--- src/rtl/rs_pkg.sv ---
// Shared reservation-station types and default widths.
// The rename stage uses the same constants to build allocation bundles.
package rs_pkg;

    localparam int DEF_WIDTH   = 31;
    localparam int DEF_ROB     = 2;
    localparam int DEF_CTRL    = 3;
    localparam int DEF_ENTRIES = 4;

    typedef struct packed {
        logic                 valid;
        logic [DEF_CTRL:0]    ctrl;
        logic [DEF_ROB:0]     rob;
        logic [DEF_WIDTH:0]   value1;
        logic [DEF_WIDTH:0]   value2;
        logic                 ready1;
        logic                 ready2;
        logic [DEF_ROB:0]     tag1;
        logic [DEF_ROB:0]     tag2;
    } rs_entry_t;

endpackage

--- src/rtl/rs_select.sv ---
// Find-first over the per-entry issue requests.
// The lowest index wins, which is the oldest entry.
module rs_select #(
    parameter int N = 4
) (
    input  logic [N-1:0]         req,
    output logic [$clog2(N)-1:0] idx,
    output logic                 found
);

    localparam int IW = $clog2(N);

    always_comb begin
        idx   = '0;
        found = 1'b0;
        for (int i = N - 1; i >= 0; i--) begin
            if (req[i]) begin
                idx   = IW'(i);
                found = 1'b1;
            end
        end
    end

endmodule

--- src/rtl/rs_issue_scheduler.sv ---
// Age-ordered collapsing reservation station with CDB wakeup
// and a single registered issue port toward one functional unit.
module rs_issue_scheduler
    import rs_pkg::*;
#(
    parameter int WIDTH   = DEF_WIDTH,
    parameter int ROB     = DEF_ROB,
    parameter int CTRL    = DEF_CTRL,
    parameter int ENTRIES = DEF_ENTRIES
) (
    input  logic                           clk,
    input  logic                           reset,
    input  logic                           flush,
    input  logic                           alloc_valid,
    output logic                           alloc_ready,
    input  logic [CTRL:0]                  alloc_ctrl,
    input  logic [ROB:0]                   alloc_rob,
    input  logic [WIDTH:0]                 alloc_value1,
    input  logic [WIDTH:0]                 alloc_value2,
    input  logic                           alloc_ready1,
    input  logic                           alloc_ready2,
    input  logic [ROB:0]                   alloc_tag1,
    input  logic [ROB:0]                   alloc_tag2,
    input  logic                           cdb_valid,
    input  logic [ROB:0]                   cdb_rob,
    input  logic [WIDTH:0]                 cdb_value,
    output logic                           issue_valid,
    input  logic                           issue_ready,
    output logic [CTRL:0]                  issue_ctrl,
    output logic [ROB:0]                   issue_rob,
    output logic [WIDTH:0]                 issue_value1,
    output logic [WIDTH:0]                 issue_value2,
    output logic [$clog2(ENTRIES+1)-1:0]   count
);

    localparam int IW = $clog2(ENTRIES);
    localparam int CW = $clog2(ENTRIES + 1);

    rs_entry_t ent [ENTRIES];
    rs_entry_t nxt [ENTRIES];
    rs_entry_t new_e;

    logic [ENTRIES-1:0] req;
    logic [IW-1:0]      sel;
    logic               found;
    logic               load;
    logic               take;
    logic               acc;
    logic               hit1;
    logic               hit2;
    logic [CW-1:0]      base;

    always_comb begin
        req = '0;
        for (int i = 0; i < ENTRIES; i++)
            req[i] = ent[i].valid & ent[i].ready1 & ent[i].ready2;
    end

    rs_select #(.N(ENTRIES)) u_sel (
        .req   (req),
        .idx   (sel),
        .found (found)
    );

    // Departures are deliberately not credited to alloc_ready.
    assign alloc_ready = count < CW'(ENTRIES);
    assign load        = !issue_valid || issue_ready;
    assign take        = load && found;
    assign acc         = alloc_valid && alloc_ready;
    assign base        = count - CW'(take);
    assign hit1        = cdb_valid && !alloc_ready1 && (alloc_tag1 == cdb_rob);
    assign hit2        = cdb_valid && !alloc_ready2 && (alloc_tag2 == cdb_rob);

    always_comb begin
        new_e        = '0;
        new_e.valid  = 1'b1;
        new_e.ctrl   = alloc_ctrl;
        new_e.rob    = alloc_rob;
        new_e.tag1   = alloc_tag1;
        new_e.tag2   = alloc_tag2;
        new_e.ready1 = alloc_ready1 | hit1;
        new_e.ready2 = alloc_ready2 | hit2;
        new_e.value1 = hit1 ? cdb_value : alloc_value1;
        new_e.value2 = hit2 ? cdb_value : alloc_value2;
    end

    always_comb begin
        for (int i = 0; i < ENTRIES; i++) begin
            nxt[i] = ent[i];
            if (cdb_valid && ent[i].valid) begin
                if (!ent[i].ready1 && ent[i].tag1 == cdb_rob) begin
                    nxt[i].ready1 = 1'b1;
                    nxt[i].value1 = cdb_value;
                end
                if (!ent[i].ready2 && ent[i].tag2 == cdb_rob) begin
                    nxt[i].ready2 = 1'b1;
                    nxt[i].value2 = cdb_value;
                end
            end
        end
        // Ascending order keeps nxt[i+1] unshifted when it is read.
        if (take) begin
            for (int i = 0; i < ENTRIES - 1; i++)
                if (i >= int'(sel))
                    nxt[i] = nxt[i+1];
            nxt[ENTRIES-1] = '0;
        end
        if (acc)
            nxt[base[IW-1:0]] = new_e;
    end

    always_ff @(posedge clk or posedge reset) begin
        if (reset) begin
            count        <= '0;
            issue_valid  <= 1'b0;
            issue_ctrl   <= '0;
            issue_rob    <= '0;
            issue_value1 <= '0;
            issue_value2 <= '0;
            for (int i = 0; i < ENTRIES; i++)
                ent[i] <= '0;
        end else if (flush) begin
            count       <= '0;
            issue_valid <= 1'b0;
            for (int i = 0; i < ENTRIES; i++)
                ent[i] <= '0;
        end else begin
            count <= base + CW'(acc);
            for (int i = 0; i < ENTRIES; i++)
                ent[i] <= nxt[i];
            if (load) begin
                issue_valid <= found;
                if (found) begin
                    issue_ctrl   <= ent[sel].ctrl;
                    issue_rob    <= ent[sel].rob;
                    issue_value1 <= ent[sel].value1;
                    issue_value2 <= ent[sel].value2;
                end
            end
        end
    end

endmodule

--- config.mk ---
export PLATFORM = sky130hd
export DESIGN_NAME = rs_issue_scheduler
export DESIGN_NICKNAME = d
export VERILOG_FILES = /design/src/rtl/rs_pkg.sv /design/src/rtl/rs_select.sv /design/src/rtl/rs_issue_scheduler.sv
export SDC_FILE = /design/constraint.sdc
export NUM_CORES = 1
export LEC_CHECK = 0
export CAP_MARGIN = 20
export CORE_UTILIZATION = 55
export CTS_CLUSTER_SIZE = 20
export DETAILED_ROUTE_END_ITERATION = 10
export GPL_TIMING_DRIVEN = 0
export PLACE_DENSITY_LB_ADDON = 0.15
export SLEW_MARGIN = 20
export SYNTH_ARGS = -nofsm -noshare
export SYNTH_HDL_FRONTEND = slang
export SYNTH_SLANG_ARGS = --single-unit
--- constraint.sdc ---
create_clock -name clk -period 17.43 [get_ports clk]
set_input_delay 1.743 -clock clk [delete_from_list [all_inputs] [get_ports clk]]
set_output_delay 1.743 -clock clk [all_outputs]
set_load 0.03 [all_outputs]
# ---- After elaboration in Yosys (flattened, before gate mapping)
# Cells that the tools add are included.
dict set report op_classes {
  addsub 2
  magnitude_cmp 7
  n_eq_ne 10
  mux 45
  bitwise_logic 13
  reduce_logical 33
}
# operator n
set op_table {}
lappend op_table {{320-bit 2-to-1 mux} 3}
lappend op_table {{320-bit bitwise mux} 1}
lappend op_table {{32-bit 2-to-1 mux} 10}
lappend op_table {{80-bit 2-to-1 mux} 4}
lappend op_table {{66-bit 2-to-1 mux} 4}
lappend op_table {{80-bit binary-select mux with 2-bit select} 1}
lappend op_table {{80-bit demux with 2-bit select} 1}
lappend op_table {{79-bit 2-to-1 mux} 2}
lappend op_table {{3-bit == test} 10}
lappend op_table {{1-bit logical AND} 19}
lappend op_table {{1-bit 2-to-1 mux} 14}
lappend op_table {{1-bit logical NOT} 11}
lappend op_table {{1-bit AND} 8}
lappend op_table {{2-bit 2-to-1 mux} 4}
lappend op_table {{3-bit >= comparator, second input constant} 2}
lappend op_table {{2-bit NOT with 3-bit output} 2}
lappend op_table {{1-bit by 2-bit >= comparator with 1-bit output, first input constant} 2}
lappend op_table {{3-bit by 1-bit adder with 3-bit output} 1}
lappend op_table {{3-bit by 1-bit less-than comparator with 1-bit output, second input constant} 1}
lappend op_table {{3-bit less-than comparator, second input constant} 1}
lappend op_table {{3-bit 2-to-1 mux} 1}
lappend op_table {{3-bit AND reduction} 1}
lappend op_table {{3-bit by 1-bit subtractor with 3-bit output} 1}
lappend op_table {{2-bit >= comparator, first input constant} 1}
lappend op_table {{4 further kinds} 5}
dict set report word_totals {
  ff_bits 395
  inputBits 120
  out_inout_bits 76
  wordCells 152
}

# ---- Depth between registers and ports, before layout
dict set report logic_depth {
  word_depth 16
  mapped_depth 13
  mapped_depth_nobuf 9
}

# ---- Cells and area by module
# From an unflattened synthesis, not the netlist that was laid out.
dict set report unflattened {
  cells_unflattened 2275
  hier_area_um2 23246.0
}
# mod instances cells_each area_each_um2 seq_area_each_um2
set by_module_without_submodules {}
lappend by_module_without_submodules {rs_issue_scheduler 1 2268 23211.0 9884.5}
lappend by_module_without_submodules {rs_select 1 7 35.0 0.0}

# ---- Worst setup path after synthesis
# Ideal clock, no wire load.
dict set report synth_timing {
  path_kind {in2reg}
  startpoint {input issue_ready}
  endpoint {register ent[202] in the netlist's numbering}
  setup_ns 0.138
  t_arrival_ns 3.900
  required_time_ns 17.292
  path_slack_ns 13.392
  path_stages 11
  n_path_buf 3
  path_cell_list {nand2b_1 -> o41ai_2 -> clkbuf_1 -> nor2_1 -> ha_1 -> and3b_1 -> and2_1 -> mux2i_1 -> buf_2 -> clkbuf_1 -> o22ai_1}
}
dict set report synth_between {
  elab_chain_len 11
  elab_cells_between_ends 13
  cone_classes {add/sub: 1; order compare: 2; mux: 6; bitwise: 1; reduce/logical: 3}
}
# element line_no
set synth_rtl {}
lappend synth_rtl {{start: declaration} rs_issue_scheduler.sv:28} ;# input logic issue_ready,
lappend synth_rtl {{1-bit logical OR *} rs_issue_scheduler.sv:67} ;# assign load = !issue_valid || issue_ready;
lappend synth_rtl {{1-bit logical AND *} rs_issue_scheduler.sv:68} ;# assign take = load && found;
lappend synth_rtl {{3-bit by 1-bit subtractor with 3-bit output} rs_issue_scheduler.sv:70} ;# assign base = count - CW'(take);
lappend synth_rtl {{2-bit NOT with 3-bit output (not written as such)} rs_issue_scheduler.sv:109} ;# nxt[base[IW-1:0]] = new_e;
lappend synth_rtl {{3-bit >= comparator (not written as such) or 3-bit by 1-bit less-than comparator with 1-bit output (tied branches)} rs_issue_scheduler.sv:109}
lappend synth_rtl {{1-bit logical AND (not written as such)} rs_issue_scheduler.sv:109}
lappend synth_rtl {{80-bit 2-to-1 mux (not written as such)} rs_issue_scheduler.sv:109}
lappend synth_rtl {{80-bit demux with 2-bit select} rs_issue_scheduler.sv:109}
lappend synth_rtl {{320-bit bitwise mux} rs_issue_scheduler.sv:109}
lappend synth_rtl {{320-bit 2-to-1 mux *} rs_issue_scheduler.sv:108} ;# if (acc)
lappend synth_rtl {{320-bit 2-to-1 mux *} rs_issue_scheduler.sv:122} ;# end else if (flush) begin
lappend synth_rtl {{end signal: indexed assignment} rs_issue_scheduler.sv:130} ;# ent[i] <= nxt[i];
lappend synth_rtl {{end: declaration} rs_issue_scheduler.sv:39} ;# rs_entry_t ent [ENTRIES];
# Mark *: on every way between the ends. The rest lies on a longest branch, timed or not.
# A chain may end at the register's enable or synchronous reset.

# ---- Worst setup path in the final report
dict set report layout_timing {
  startpoint {input issue_ready}
  endpoint {register ent[219] in the netlist's numbering}
}
# The elaborated chain is that of the path after synthesis.

==> run_results.csv <==
group,metric,value,unit
status,outcome,"finished, final reports clean",
pwr,powerDensity,90.45,nW/um^2
drt,dr.first_iter.drc_count,3540,
critical_path,startpoint,"issue_ready",
clock_network,clockBufferDepth,3,
timing,finalClockSkew,0.01732,ns
synth,synthCells,2470,
synth,syn_area,22670,um^2
clock_network,postCtsSetupRepairBufs,0,
synth,synth-async-reset-ratio,100.0,%
timing,relSlewSlack,9.905,%
synth,yosys_most_used_dff,"dfrtp_1",
clock_network,ctsHoldBuffers,0,
layout,nets,2809,
placed_design,port_buffers,159,
floorplan,rows,74,
placed_design,gp_congestion,1.007,
synth,yosysWarningCount,0,
clock_network,insertion_delay,0.60,ns
critical_path,cp_data_required_time,17.85,ns
layout,mostFrequentLayoutCell,"dfrtp_1",
run,cap_violations,0,
floorplan,floorplan.die_area,42040,um^2
drt,dr_total_vias,24170,
floorplan,core_area,40740,um^2
clock_network,clk_pin_slew,0.06,ns
pwr,irDropWorstVdd,0.06425,mV
synth,synth_fp_nets,2593,
drt,finalWirelength,96770,um
drt,firstDrtPassIters,6,
timing,max_slew.worst_pin.slew,1.351,ns
timing,fin_crit_sh,32.36,%
critical_path,critical_path_arrival,6.06,ns
clock_network,htree_levels,2,
floorplan,chipWidth,205.0,um
floorplan,ios,196,
critical_path,rrSetupSlack,12.00,ns
global_routing,grt_pass1_vias,23400,
placed_design,dpl.hpwl,67760,um
clock_network,cts_root_buf,"clkbuf_16",
drt,drc,0,
critical_path,cp-start-kind,"primary input",
synth,ys_ff_latch,395,
layout,syn_to_final_growth,17.32,%
critical_path,cp_max_fo,10,
layout,drive_gt1_share,9.282,%
drt,routedWlPerCell,29.79,um
synth,syn-mean-instance-area,9.180,um^2
critical_path,r2r_cells,12,
hold_path,holdPathStages,2,
critical_path,end_kind,"flop",
hold_path,min_path_type,"flop to flop",
timing,hold_viol,0,
drt,met2_length,42680,um
global_routing,grt_max_degree,100,
timing,rsz0062_at_grt,"false",
layout,finish.utilization,65.30,%
global_routing,grt_pass1_wl,144500,um
global_routing,grt_usage,45.83,%
floorplan,die_y,205.0,um
clock_network,cts_resized,0,
critical_path,regToRegEndpoint,"ent[219]",
timing,finalCriticalPeriod,5.641,ns
timing,setup-violations-final,0,
clock_network,cts_made_buffers,46,
clock_network,cts.sinks,395,
global_routing,grt_overflow,0,
drt,met1_length,35170,um
critical_path,r2r-start,"ent[319]",
layout,layout_common_cells,"dfrtp_1, nand2_1, clkbuf_1",
clock_network,cts_tree,"yes",
synth,synth_edf_count,0,
synth,ys_seq_area_share,43.59,%
drt,antenna_left,0,
critical_path,path_class,"primary input to flop",
timing,maxSlewViolCount,0,
drt,route.met3.wl,13000,um
drt,vias_per_cell,7.442,
timing,fmaxAchievable,0.1773,GHz
synth,synth_cell_types,53,
pwr,leakagePower,10.35,nW
drt,top_layer,"met5",
global_routing,antenna_found_initial,3,
pwr,fin_total_pwr,2.406,mW
critical_path,setup.worst_path.end,"ent[219]",
floorplan,start_util,55.66,%
==> worst max-delay path: stages <==
cell and delay, ns:
clkdlybuf4s50_1 0.47, nand2b_1 0.27, o41ai_2 0.25, clkbuf_1 0.60, nor2_1 0.09, ha_1 0.34, and3b_1 0.22, and2_1 0.17
mux2i_1 0.67, buf_2 0.47, clkbuf_1 0.60, o22ai_1 0.17
==> worst min path at each step <==
stage / slack (ns) / startpoint / endpoint
final: 0.48 / issue_value1[27] / issue_value1[27]
after CTS: 0.48 / issue_value1[12] / issue_value1[12]
after global placement: 0.46 / issue_value1[21] / issue_value1[21]
after global routing: 0.51 / issue_value1[22] / issue_value1[22]
after detailed placement: 0.47 / issue_value1[27] / issue_value1[27]
after floorplan: 0.53 / ent[312] / ent[312]
==> power breakdown <==
part | total [mW] | leakage [nW] | switching (mW) | internal, mW
Clock | 0.976 | 0.715 | 0.409 | 0.566
Combinational | 0.410 | 4.22 | 0.269 | 0.141
Sequential | 1.02 | 5.42 | 0.0455 | 0.975
==> logic make-up after synthesis <==
kind of cell             share of synthesized area [%]
AO/OA/AOI/OAI                                    29.03
AND/OR/NAND/NOR                                  12.59
flip-flops                                       43.59
buffers and inverters                            5.601
multiplexers                                     7.670
XOR/XNOR                                         1.357
adder cells (fa/ha/maj)                         0.1656
==> sequential cells by signal, indices dropped and copies added (netlist names) <==
signal and flops:
issue_value2 32, issue_rob 3, issue_value1 32, count 3
issue_valid 1, issue_ctrl 4, ent 320
==> per-stage QoR <==
step | setup TNS [ns] | area (um^2) | std cells | worst slack (ns) | hold slack, ns
after detailed placement | 0 | 25140 | 3170 | 11.43 | 0.4702
after global placement | -247.10 | 24930 | 3161 | -0.6988 | 0.4623
after global routing | 0 | 26600 | 3247 | 11.77 | 0.5095
after CTS | 0 | 26600 | 3247 | 12.03 | 0.4826
after floorplan | 0 | 22670 | 2470 | 4.704 | 0.5292
final | 0 | 26600 | 3248 | 11.79 | 0.4791
==> layer usage <==
| metal | vias to the layer above | GRT usage, % |
|---|---|---|
| met5 | - | 0 |
| met3 | 424 | 12.47 |
| li1 | 9966 | - |
| met4 | 2 | 26.59 |
| met2 | 1988 | 69.20 |
| met1 | 11790 | 59.06 |
==> final cells by class <==
cell class | count | area, um^2
clock inverters | 3 | 40.04
flip-flops and latches | 395 | 9884
well taps | 532 | 665.6
fillers | 3462 | 14140
plain buffers | 314 | 1241
multi-input cells | 1753 | 11560
inverters | 8 | 37.54
clock buffers | 74 | 1420
repair buffers | 168 | 1747
diodes | 1 | 2.502
==> cells in the mapped netlist (68+ instances only) <==
library cell | n | area share (%)
dfrtp_1 | 395 | 44
nand2_1 | 306 | 5.1
clkbuf_1 | 261 | 4.3
o21ai_0 | 172 | 3.8
a21oi_1 | 160 | 3.5
o221ai_1 | 160 | 6.2
o22ai_1 | 96 | 2.6
nand3_1 | 93 | 2.1
mux2_2 | 92 | 4.6
nor2_1 | 85 | 1.4
a221oi_1 | 71 | 2.7
mux2i_1 | 68 | 3.0
No activity file was read; power rests on OpenSTA's default activity.
